$ cat config.mk
export PLATFORM = sky130hd
export DESIGN_NAME = sd_demodulator
export DESIGN_NICKNAME = d
export VERILOG_FILES = /design/src/rtl/sd_demodulator.sv
export SDC_FILE = /design/constraint.sdc
export NUM_CORES = 1
export LEC_CHECK = 0
export ABC_AREA = 1
export BUFFER_PORTS_ARGS = -buffer_cell sky130_fd_sc_hd__buf_4
export CAP_MARGIN = 20
export CELL_PAD_IN_SITES_DETAIL_PLACEMENT = 1
export CELL_PAD_IN_SITES_GLOBAL_PLACEMENT = 2
export CORE_MARGIN = 2
export CORE_UTILIZATION = 41
export DETAILED_ROUTE_END_ITERATION = 7
export HOLD_SLACK_MARGIN = 0.05
export PLACE_DENSITY_LB_ADDON = 0.08
export SLEW_MARGIN = 20
export SYNTH_ARGS = -nofsm -noshare
export SYNTH_HDL_FRONTEND = slang
export SYNTH_SLANG_ARGS = --single-unit
$ cat constraint.sdc
create_clock -name iCLK -period 6.68 [get_ports iCLK]
set_clock_uncertainty 0.05 [all_clocks]
set_input_delay 0.668 -clock iCLK [delete_from_list [all_inputs] [get_ports iCLK]]
set_output_delay 0.668 -clock iCLK [all_outputs]
set_load 0.02 [all_outputs]
$ cat src/rtl/sd_demodulator.sv
// Sigma-delta bitstream demodulator: 2-flop input sync, second-order CIC
// decimator (R = 2^pDECIM_BITS), saturated and left-aligned PCM output.
module sd_demodulator #(
  parameter int pBITS       = 24,
  parameter int pDECIM_BITS = 9
) (
  input  logic             iCLK,
  input  logic             iRESETn,
  input  logic             iSD,
  output logic [pBITS-1:0] oDATA,
  output logic             oSTROBE
);

  localparam int D  = pDECIM_BITS;
  localparam int W  = 2*D + 2;
  localparam int SW = 2*D + 1;
  localparam int SH = pBITS - SW;

  localparam logic signed [W-1:0] ONE    = W'(1);
  localparam logic signed [W-1:0] C2_MAX = W'((1 << (2*D)) - 1);
  localparam logic signed [W-1:0] C2_MIN = ~C2_MAX;

  // Comb output spans [-R^2, +R^2]; only +R^2 falls outside SW signed bits.
  function automatic logic signed [SW-1:0] sat_c2(input logic signed [W-1:0] v);
    if (v > C2_MAX)
      return C2_MAX[SW-1:0];
    else if (v < C2_MIN)
      return C2_MIN[SW-1:0];
    else
      return v[SW-1:0];
  endfunction

  function automatic logic [pBITS-1:0] align_out(input logic signed [SW-1:0] s);
    logic [pBITS-1:0] t;
    t = pBITS'(unsigned'(s));
    return t << SH;
  endfunction

  logic                 sync_p0, sync_p1;
  logic signed [W-1:0]  i1_p2, i2_p2;
  logic [D-1:0]         cnt;
  logic [1:0]           warm;
  logic signed [W-1:0]  i2_dly_p3, c1_p3, c1_dly_p3;
  logic                 vld_p3;
  logic                 boundary;
  logic signed [W-1:0]  step;
  logic signed [W-1:0]  c2_p4;

  assign boundary = &cnt;
  assign step     = sync_p1 ? ONE : -ONE;
  assign c2_p4    = c1_p3 - c1_dly_p3;

  // Stage 0/1: synchronizer for the asynchronous bitstream
  always_ff @(posedge iCLK or negedge iRESETn) begin
    if (!iRESETn) begin
      sync_p0 <= 1'b0;
      sync_p1 <= 1'b0;
    end else begin
      sync_p0 <= iSD;
      sync_p1 <= sync_p0;
    end
  end

  // Stage 2: integrators, free-running modular arithmetic
  always_ff @(posedge iCLK or negedge iRESETn) begin
    if (!iRESETn) begin
      i1_p2 <= '0;
      i2_p2 <= '0;
    end else begin
      i1_p2 <= i1_p2 + step;
      i2_p2 <= i2_p2 + i1_p2;
    end
  end

  always_ff @(posedge iCLK or negedge iRESETn) begin
    if (!iRESETn) begin
      cnt  <= '0;
      warm <= 2'd0;
    end else begin
      cnt <= cnt + 1'b1;
      if (boundary && warm != 2'd2)
        warm <= warm + 2'd1;
    end
  end

  // Stage 3: decimated comb section, updated once per boundary
  always_ff @(posedge iCLK or negedge iRESETn) begin
    if (!iRESETn) begin
      i2_dly_p3 <= '0;
      c1_p3     <= '0;
      c1_dly_p3 <= '0;
      vld_p3    <= 1'b0;
    end else begin
      vld_p3 <= boundary && (warm == 2'd2);
      if (boundary) begin
        i2_dly_p3 <= i2_p2;
        c1_p3     <= i2_p2 - i2_dly_p3;
        c1_dly_p3 <= c1_p3;
      end
    end
  end

  // Stage 4: second comb difference, saturation and output register
  always_ff @(posedge iCLK or negedge iRESETn) begin
    if (!iRESETn) begin
      oDATA   <= '0;
      oSTROBE <= 1'b0;
    end else begin
      oSTROBE <= vld_p3;
      if (vld_p3)
        oDATA <= align_out(sat_c2(c2_p4));
    end
  end

endmodule

==> metrics list, run 1 <==
* Largest voltage drop on the vdd net: ~0.20 mV
- Leakage power of the design: between 0.005 and 0.006 uW
* Post-synthesis sequential element count: 134
- Instance count of the mapped netlist: 1135
* Count of antenna diodes in the layout: 0
* Placer congestion estimate: 0.795
- The clock period could shrink to between 3 and 4 ns.
* Total clock buffers created by CTS: 17
- Area growth, synth to finish: 10.9%
- Filler Cell Count: 2584
* Resized cells post-CTS: 0
* Clock root cell: sky130_fd_sc_hd__clkbuf_16
* Number of different library cells in the post-synthesis netlist: 45
- Global routing finished with a remaining overflow of 0.
* Startpoint kind of the worst setup timing path: flip-flop
- Path type of the worst setup path: flip-flop to flip-flop
- Maximum number of pins on one net before global-route repair: 73
- For this block, the initial DRC count from the detailed router was around 260.
* Buffers added on ports: 22
* Ranking of synthesized cells by area: sky130_fd_sc_hd__dfrtp_1, sky130_fd_sc_hd__nand2_1, sky130_fd_sc_hd__ha_1
- Setup total negative slack: 0 ns
* Std-Cell Rows: 53
- After synthesis, the mean cell area works out to just under 8 sq um.
- HP Class: input port to asynchronous set/reset pin
- The completed layout was analyzed and its total power is 3940 uW.
- Number of global-route vias before repair: 7825
- Headroom to the max-slew limit came out at 0.384.
- Post-layout nets: 1244
- For this configuration, the core starts out at a cell density of 0.421.
- Max-slew violation count: 0
- TritonCTS built the clock tree.
- Clk sinks: 134
- At the pin with the least slew margin, the transition time is 0.923 ns.
- 28 I/O pins were placed.
- Arr. time, crit path: approximately 3.6 ns
* Async set-reset flop share out of synthesis: 1.00
- For this run, the leading register cell type out of synthesis is sky130_fd_sc_hd__dfrtp_1.
- Highest fanout seen on the critical path: 46
- Count of buffers added by post-CTS timing repair for setup: 0
* Total standard cell area after synthesis: 8900 sq um
* Number of max-cap violations: 0
- The die covers 22900 sq um.
- Final period util: 0.505
- The first global-routing pass estimated ~38000 um of wire.
* Total Routing Usage GR: 0.214
* Routed via count: 7338
- Total wire length: roughly 23000 um
- The run finished with clean final reports.
- The number of hold buffers added after CTS was 0.
- sky130_fd_sc_hd__dfrtp_1 takes more of the synthesized area than any other cell.
- The die is 151 um wide.
- Setup repair after global routing left no endpoint under its margin.
- Final Setup Violations: 0
- Clock transition at the registers of the reported paths: 0.06 ns
- Share of the synthesized area in the top cell type: 0.377
- Die height: 151 um
- The synthesized design contains 0 enable-type register cells.
* Highest achievable clock rate: 297 MHz
- The region available for standard cell placement spans 21200 sq um.
- Wire length per cell after detailed routing: 15.7 um
- The worst setup path is captured at a flip-flop.
- Sequential cell area fraction in the yosys report: 0.377
- After detailed routing, the number of vias per cell comes to 5.07.
* Endpoints failing hold: 0
- Number of H-tree levels: 4
- The initial antenna violation count was 0.
- HPWL reported at the end of detailed placement: approximately 18000 um
* Fraction of layout cells with a size suffix above 1: 0.0887
* Post-detailed-route count of antenna-violating nets: 0
- Power per standard cell area: about 400 nW/um^2
* Clock latency reported for the late side of the worst-skew pair: 0.43 ns
- Deepest clock path buffer count: 2
- Data on the critical path is required at its endpoint by approximately 6.9 ns.
* Warning count from the yosys run: 0
- The pre-antenna-repair detailed-routing pass consisted of 4 iterations.
* Number of remaining DRC errors: 0
==> where the power goes <==
group,switching (uW),internal (uW),total [uW]
clock network,375,525,900
logic,1220,736,1960
registers,121,962,1080
==> cell usage after synthesis, types with 6 or more instances <==
library cell and number:
sky130_fd_sc_hd__a21boi_0 7, sky130_fd_sc_hd__a21o_1 7, sky130_fd_sc_hd__a21oi_1 72, sky130_fd_sc_hd__clkbuf_1 15, sky130_fd_sc_hd__dfrtp_1 134, sky130_fd_sc_hd__ha_1 78
sky130_fd_sc_hd__inv_1 120, sky130_fd_sc_hd__nand2_1 325, sky130_fd_sc_hd__nand2_2 26, sky130_fd_sc_hd__nand3_1 55, sky130_fd_sc_hd__nand4_1 13, sky130_fd_sc_hd__nor2_1 60
sky130_fd_sc_hd__nor3_1 6, sky130_fd_sc_hd__nor4_1 6, sky130_fd_sc_hd__o21ai_0 88, sky130_fd_sc_hd__o21bai_1 8, sky130_fd_sc_hd__xnor2_1 23, sky130_fd_sc_hd__xor2_1 41
==> logic make-up after synthesis <==
group                    share of synthesized area
adder cells (fa/ha/maj)                      0.119
flip-flops                                   0.377
buffers and inverters                       0.0696
other                                     0.000421
AND/OR/NAND/NOR                              0.254
XOR/XNOR                                    0.0630
AO/OA/AOI/OAI                                0.118
==> worst max-delay path: stages, from the launching register on <==
cell and delay, ns:
sky130_fd_sc_hd__dfrtp_1 0.39, sky130_fd_sc_hd__ha_1 0.20, sky130_fd_sc_hd__nand3_1 0.12, sky130_fd_sc_hd__nor2_1 0.11, sky130_fd_sc_hd__nand2_1 0.09, sky130_fd_sc_hd__nor3b_1 0.20, sky130_fd_sc_hd__ha_2 0.20, sky130_fd_sc_hd__buf_4 0.35
sky130_fd_sc_hd__clkinv_1 0.76, sky130_fd_sc_hd__or2_2 0.60, sky130_fd_sc_hd__xor2_1 0.16
==> placed cells by master (no fill, tap or decap), types with 17 or more instances in the layout <==
cell,n
sky130_fd_sc_hd__ha_1,77
sky130_fd_sc_hd__inv_1,120
sky130_fd_sc_hd__a21oi_1,72
sky130_fd_sc_hd__nor2_1,60
sky130_fd_sc_hd__clkbuf_16,17
sky130_fd_sc_hd__xor2_1,41
sky130_fd_sc_hd__nand3_1,55
sky130_fd_sc_hd__dfrtp_1,134
sky130_fd_sc_hd__buf_4,24
sky130_fd_sc_hd__o21ai_0,88
sky130_fd_sc_hd__nand2_2,26
sky130_fd_sc_hd__nand2_1,325
sky130_fd_sc_hd__xnor2_1,23
==> worst paths after layout <==
path                                   start                   end  slack [ns]  cells after the start
setup reg to reg            cnt[0]$_DFF_PN0_   warm[0]$_DFFE_PN0P_        3.31                     10
hold / removal                       iRESETn   i1_p2[17]$_DFF_PN0_        0.16                      1
max in group asynchronous            iRESETn  c1_p3[5]$_DFFE_PN0P_        5.06                      2
setup / recovery            cnt[0]$_DFF_PN0_   warm[0]$_DFFE_PN0P_        3.31                     10
hold reg to reg            sync_p0$_DFF_PN0_     sync_p1$_DFF_PN0_        0.30                      0
min in group iCLK                        iSD     sync_p0$_DFF_PN0_        0.30                      1
==> routing by layer <==
| layer | global-route usage | wire [um] | vias up |
|---|---|---|---|
| met5 | 0 | 0 | - |
| met4 | 0.0790 | 493 | 0 |
| met3 | 0.0271 | 262 | 34 |
| met2 | 0.399 | 12100 | 50 |
| met1 | 0.251 | 9790 | 3511 |
| li1 | - | - | 3743 |
==> cell type report <==
cell class | count | area (sq um) | share of cell area
clock buffers | 19 | 443 | 0.0449
multi-input cells | 857 | 4940 | 0.501
inverters | 124 | 470 | 0.0477
flip-flops and latches | 134 | 3350 | 0.340
clock inverters | 13 | 125 | 0.0127
repair buffers | 25 | 191 | 0.0194
well taps | 275 | 344 | 0.0349
==> registers in the layout (all words and copies together) (netlist names) <==
register,count
sync_p0,1
i2_dly_p3,20
c1_p3,20
i1_p2,20
oSTROBE,1
sync_p1,1
c1_dly_p3,20
oDATA,19
i2_p2,20
vld_p3,1
warm,2
cnt,9
==> per-stage QoR <==
| stage | std cells | worst slack (ns) | utilization | hold slack [ns] | instance area (sq um) |
|---|---|---|---|---|---|
| 2_1_floorplan | 1139 | 4.40 | - | 0.281 | 8910 |
| 3_3_place_gp | 1415 | 3.38 | 0.440 | 0.283 | 9300 |
| 3_5_place_dp | 1415 | 3.24 | 0.440 | 0.293 | 9300 |
| 4_1_cts | 1447 | 3.22 | 0.467 | 0.181 | 9870 |
| 5_1_grt | 1447 | 2.89 | 0.467 | 0.198 | 9870 |
| 6_report | 1447 | 3.31 | 0.467 | 0.155 | 9870 |
Note: power is estimated with default switching activity, not from simulation.
==> inputs of run 2 (changes only) <==
Settings changed: ABC_AREA 1 to 0.
Clock period 6.68 ns to 3.4 ns, I/O delays scaled along.
==> run 2 against run 1 <==
Effect of this change:
- largest cell class unchanged
- total power rose by 96%
- flip-flop and latch count unchanged
- critical path type unchanged
- synthesized area down 6.2%
- register-to-register slack worse by 3.0 ns
- combinational power up 88%
- hold slack better by 0.16 ns
- global-route usage shrank 2.7 points
- routed wire length shrank 17%
- first-iteration DRC count fell by 30%
==> metrics list, run 2 <==
- Each instance of the synthesized netlist takes up on average 9.46 sq um.
- During placement, the flow inserted port buffers numbering 22.
- Count of antenna diodes in the layout: 0
* Slowest cell on the critical path: sky130_fd_sc_hd__o21ai_2
* Max transition margin: 0.556
* Worst stage delay on the critical path: 0.52 ns
* Die height: 147 um
- Placer congestion estimate: 0.867
- In this run, post-CTS hold repair placed 2 buffers.
* Routed via count: 6423
* Number of max-cap violations: 0
* Instance count along the most critical hold path: 0
- After global routing the overflow that remains totals 0.
- Most common cell in the netlist: sky130_fd_sc_hd__dfrtp_1
- Data required time of the worst path: around 3.6 ns
* Leakage power of the design: 0.00431 uW
- TritonCTS built the clock tree.
- Ranked by instance count, the synthesized netlist is headed by sky130_fd_sc_hd__dfrtp_1, sky130_fd_sc_hd__inv_1, sky130_fd_sc_hd__ha_1.
* Filler Cell Count: 2267
* Die outline width: 147 um
- Sequential cell area fraction in the yosys report: 0.402
- The run finished with clean final reports.
- Global-route wire length before repair: 33100 um
* Post-synthesis sequential element count: 134
- Clock root cell: sky130_fd_sc_hd__clkbuf_16
* Maximum number of pins on one net before global-route repair: 107
- Transition time of the tightest slew-check pin: 0.666 ns
- EDFF count, synth: 0
* Setup repair after global routing missed its margin: false
- Share of the synthesized area in the top cell type: 0.402
- Pre-antenna DRT Iters: 4
- Synthesis produced 882 cells.
- Number of H-tree levels: 4
- Arr. time, crit path: between 3 and 4 ns
* Number of top-level design ports: 28
- Core ar.: between 20000 and 25000 sq um
* HP Class: flip-flop to flip-flop
* Count of buffers added by post-CTS timing repair for setup: 0
* Critical path endpoint category: flip-flop
* Total non-filler cell area in the finished layout: 9490 sq um
- Resized cells post-CTS: 0
- Worst Path Buf+Inv: 2
- Routed vias/inst: ~5.4
- Clock latency reported for the late side of the worst-skew pair: between 0.4 and 0.5 ns
- Endpoints failing hold: 0
* Warning count from the yosys run: 0
- The final max-slew violation count is 0.
* Largest voltage drop on the vdd net: 0.376 mV
* Std-Cell Rows: 52
* Area growth, synth to finish: 13.8%
- Leaving out fill and tap cells, the most frequent cells in the layout are sky130_fd_sc_hd__dfrtp_1, sky130_fd_sc_hd__inv_1, sky130_fd_sc_hd__ha_1, sky130_fd_sc_hd__nand2_1, sky130_fd_sc_hd__o21ai_0.
* Worst R2R Path Depth: 11
- Clock transition at the registers of the reported paths: 0.06 ns
* Critical path, cell by cell: inv_1 > ha_1 > inv_1 > fa_1 > a211o_1 > a21oi_1 > o31ai_2 > a21oi_2 > xnor2_2 > o21ai_2 > o22ai_1
* Post-detailed-route count of antenna-violating nets: 0
- Number of different library cells in the post-synthesis netlist: 64
- Number of global-route vias before repair: about 7000
- Of all nets on the critical path, the largest fanout is 16.
- Wire length per cell after detailed routing: 15.7 um
* Startpoint kind of the worst setup timing path: flip-flop
* Total clock buffers created by CTS: 17
- Total standard cell area after synthesis: 8340 sq um
- HPWL reported at the end of detailed placement: 14200 um
- Yosys attributes the largest share of cell area to sky130_fd_sc_hd__dfrtp_1, sky130_fd_sc_hd__ha_1, sky130_fd_sc_hd__xnor2_1.
- Highest achievable clock rate: 328 MHz
* Total wire length: between 15000 and 20000 um
- Top_reg_cell synth: sky130_fd_sc_hd__dfrtp_1
* Number of antenna violations at the first check in global routing: 0
- Cell taking the most area after synthesis: sky130_fd_sc_hd__dfrtp_1
- Cell depth of the worst setup path: 11
* Power per standard cell area: 815 nW/um^2
* Total Routing Usage GR: 0.187
- Of the available clock period, the critical path in the final layout requires 0.896.
- Most common library cell in the layout ignoring fill and taps: sky130_fd_sc_hd__dfrtp_1
- The worst setup path is of the flip-flop to flip-flop kind.
* Number of remaining DRC errors: 0
* Cell with the most instances on the worst path: sky130_fd_sc_hd__inv_1
- In the final layout, the share of cells above drive strength 1 is 0.0929.
- At the end of the flow the core is filled with cells to 0.472.
- Die Outline Area: 21500 sq um
- Async set-reset flop share out of synthesis: 1.00
- Delay-heaviest family, CP: compound AO/OA/AOI/OAI gates
* Clk sinks: ~130
- Placed Area: 8850 sq um
* Iteration-0 DRC count of the detailed router: 183
- Adding up every negative setup slack in the final design gives 0 ns.
- Final critical path time including I/O delays and setup: 3.05 ns
- Setup violations remaining at the end of the flow were counted as 0.
- Deepest clock path buffer count: 2
- The initial utilization of the core area, before any placement, comes to 0.415.
- In the final design database the tool counted around 1000 nets.
## run 2: changes by cell type after synthesis, moves of 15 or more
cell                      previous run  this run
sky130_fd_sc_hd__nand2_1           325        74
sky130_fd_sc_hd__nand3_1            55         9
sky130_fd_sc_hd__inv_1             120        86
sky130_fd_sc_hd__a21oi_1            72        45
sky130_fd_sc_hd__nand2_2            26         0
sky130_fd_sc_hd__xor2_1             41        17
sky130_fd_sc_hd__a21o_1              7        26
sky130_fd_sc_hd__nor2_1             60        41
sky130_fd_sc_hd__xnor2_1            23        41
sky130_fd_sc_hd__o21ai_0            88        71
sky130_fd_sc_hd__o22ai_1             0        16
sky130_fd_sc_hd__o21a_1              0        15
## run 2: final cells by class
| class | count | area (sq um) | share of cell area |
|---|---|---|---|
| well taps | 270 | 338 | 0.0356 |
| inverters | 87 | 327 | 0.0344 |
| clock buffers | 19 | 453 | 0.0477 |
| multi-input cells | 639 | 4560 | 0.481 |
| repair buffers | 34 | 289 | 0.0305 |
| flip-flops and latches | 134 | 3350 | 0.353 |
| clock inverters | 13 | 170 | 0.0179 |
## run 2: through the flow
step	worst slack, ns	hold slack, ns	total power, uW	std cells
3_3_place_gp	0.479	0.254	5640	1162
3_5_place_dp	0.360	0.262	5830	1162
2_1_floorplan	0.741	-0.00559	4970	886
4_1_cts	0.335	0.314	7840	1196
6_report	0.353	0.311	7740	1196
5_1_grt	0.0570	0.337	8430	1196
## run 2: worst paths after layout
kind | from | to | slack [ns]
max | c1_p3[0]$_DFFE_PN0P_ | oDATA[20]$_DFFE_PN0P_ | 0.35
min | sync_p0$_DFF_PN0_ | sync_p1$_DFF_PN0_ | 0.31
max reg2reg | c1_p3[0]$_DFFE_PN0P_ | oDATA[20]$_DFFE_PN0P_ | 0.35
min reg2reg | sync_p0$_DFF_PN0_ | sync_p1$_DFF_PN0_ | 0.31
max in group asynchronous | iRESETn | i2_p2[17]$_DFF_PN0_ | 2.15
min in group asynchronous | iRESETn | oDATA[6]$_DFFE_PN0P_ | 0.39
## run 2: cell families after synthesis
logic type,Yosys count,synth area share
compound gates,257,0.200
xor+xnor,59,0.0628
fa+ha+maj,82,0.127
buf+inv,113,0.0546
flops,134,0.402
mux,24,0.0309
other cells,1,0.000449
simple gates,212,0.123
## run 2: worst reg2reg max path, stage by stage (launching register included)
cell and delay (ns):
sky130_fd_sc_hd__dfrtp_1 0.37, sky130_fd_sc_hd__inv_1 0.08, sky130_fd_sc_hd__ha_1 0.17, sky130_fd_sc_hd__inv_1 0.05, sky130_fd_sc_hd__fa_1 0.42, sky130_fd_sc_hd__a211o_1 0.31
sky130_fd_sc_hd__a21oi_1 0.26, sky130_fd_sc_hd__o31ai_2 0.16, sky130_fd_sc_hd__a21oi_2 0.20, sky130_fd_sc_hd__xnor2_2 0.10, sky130_fd_sc_hd__o21ai_2 0.52, sky130_fd_sc_hd__o22ai_1 0.19
## run 2: power by group
group	switching [uW]	total [uW]	internal (uW)	leakage [uW]
clock	729	1930	1200	0.000297
combinational	2050	3680	1630	0.00225
sequential	241	2130	1890	0.00176
## run 2: metal layers
metal  share of wire  track usage  routed length (um)  vias to the layer above
met5               0            0                   0                        -
met4           0.024       0.0718                 457                        0
met3           0.019       0.0313                 357                       28
met2            0.50        0.326                9370                       54
met1            0.46        0.232                8570                     3164
li1                -            -                   -                     3177
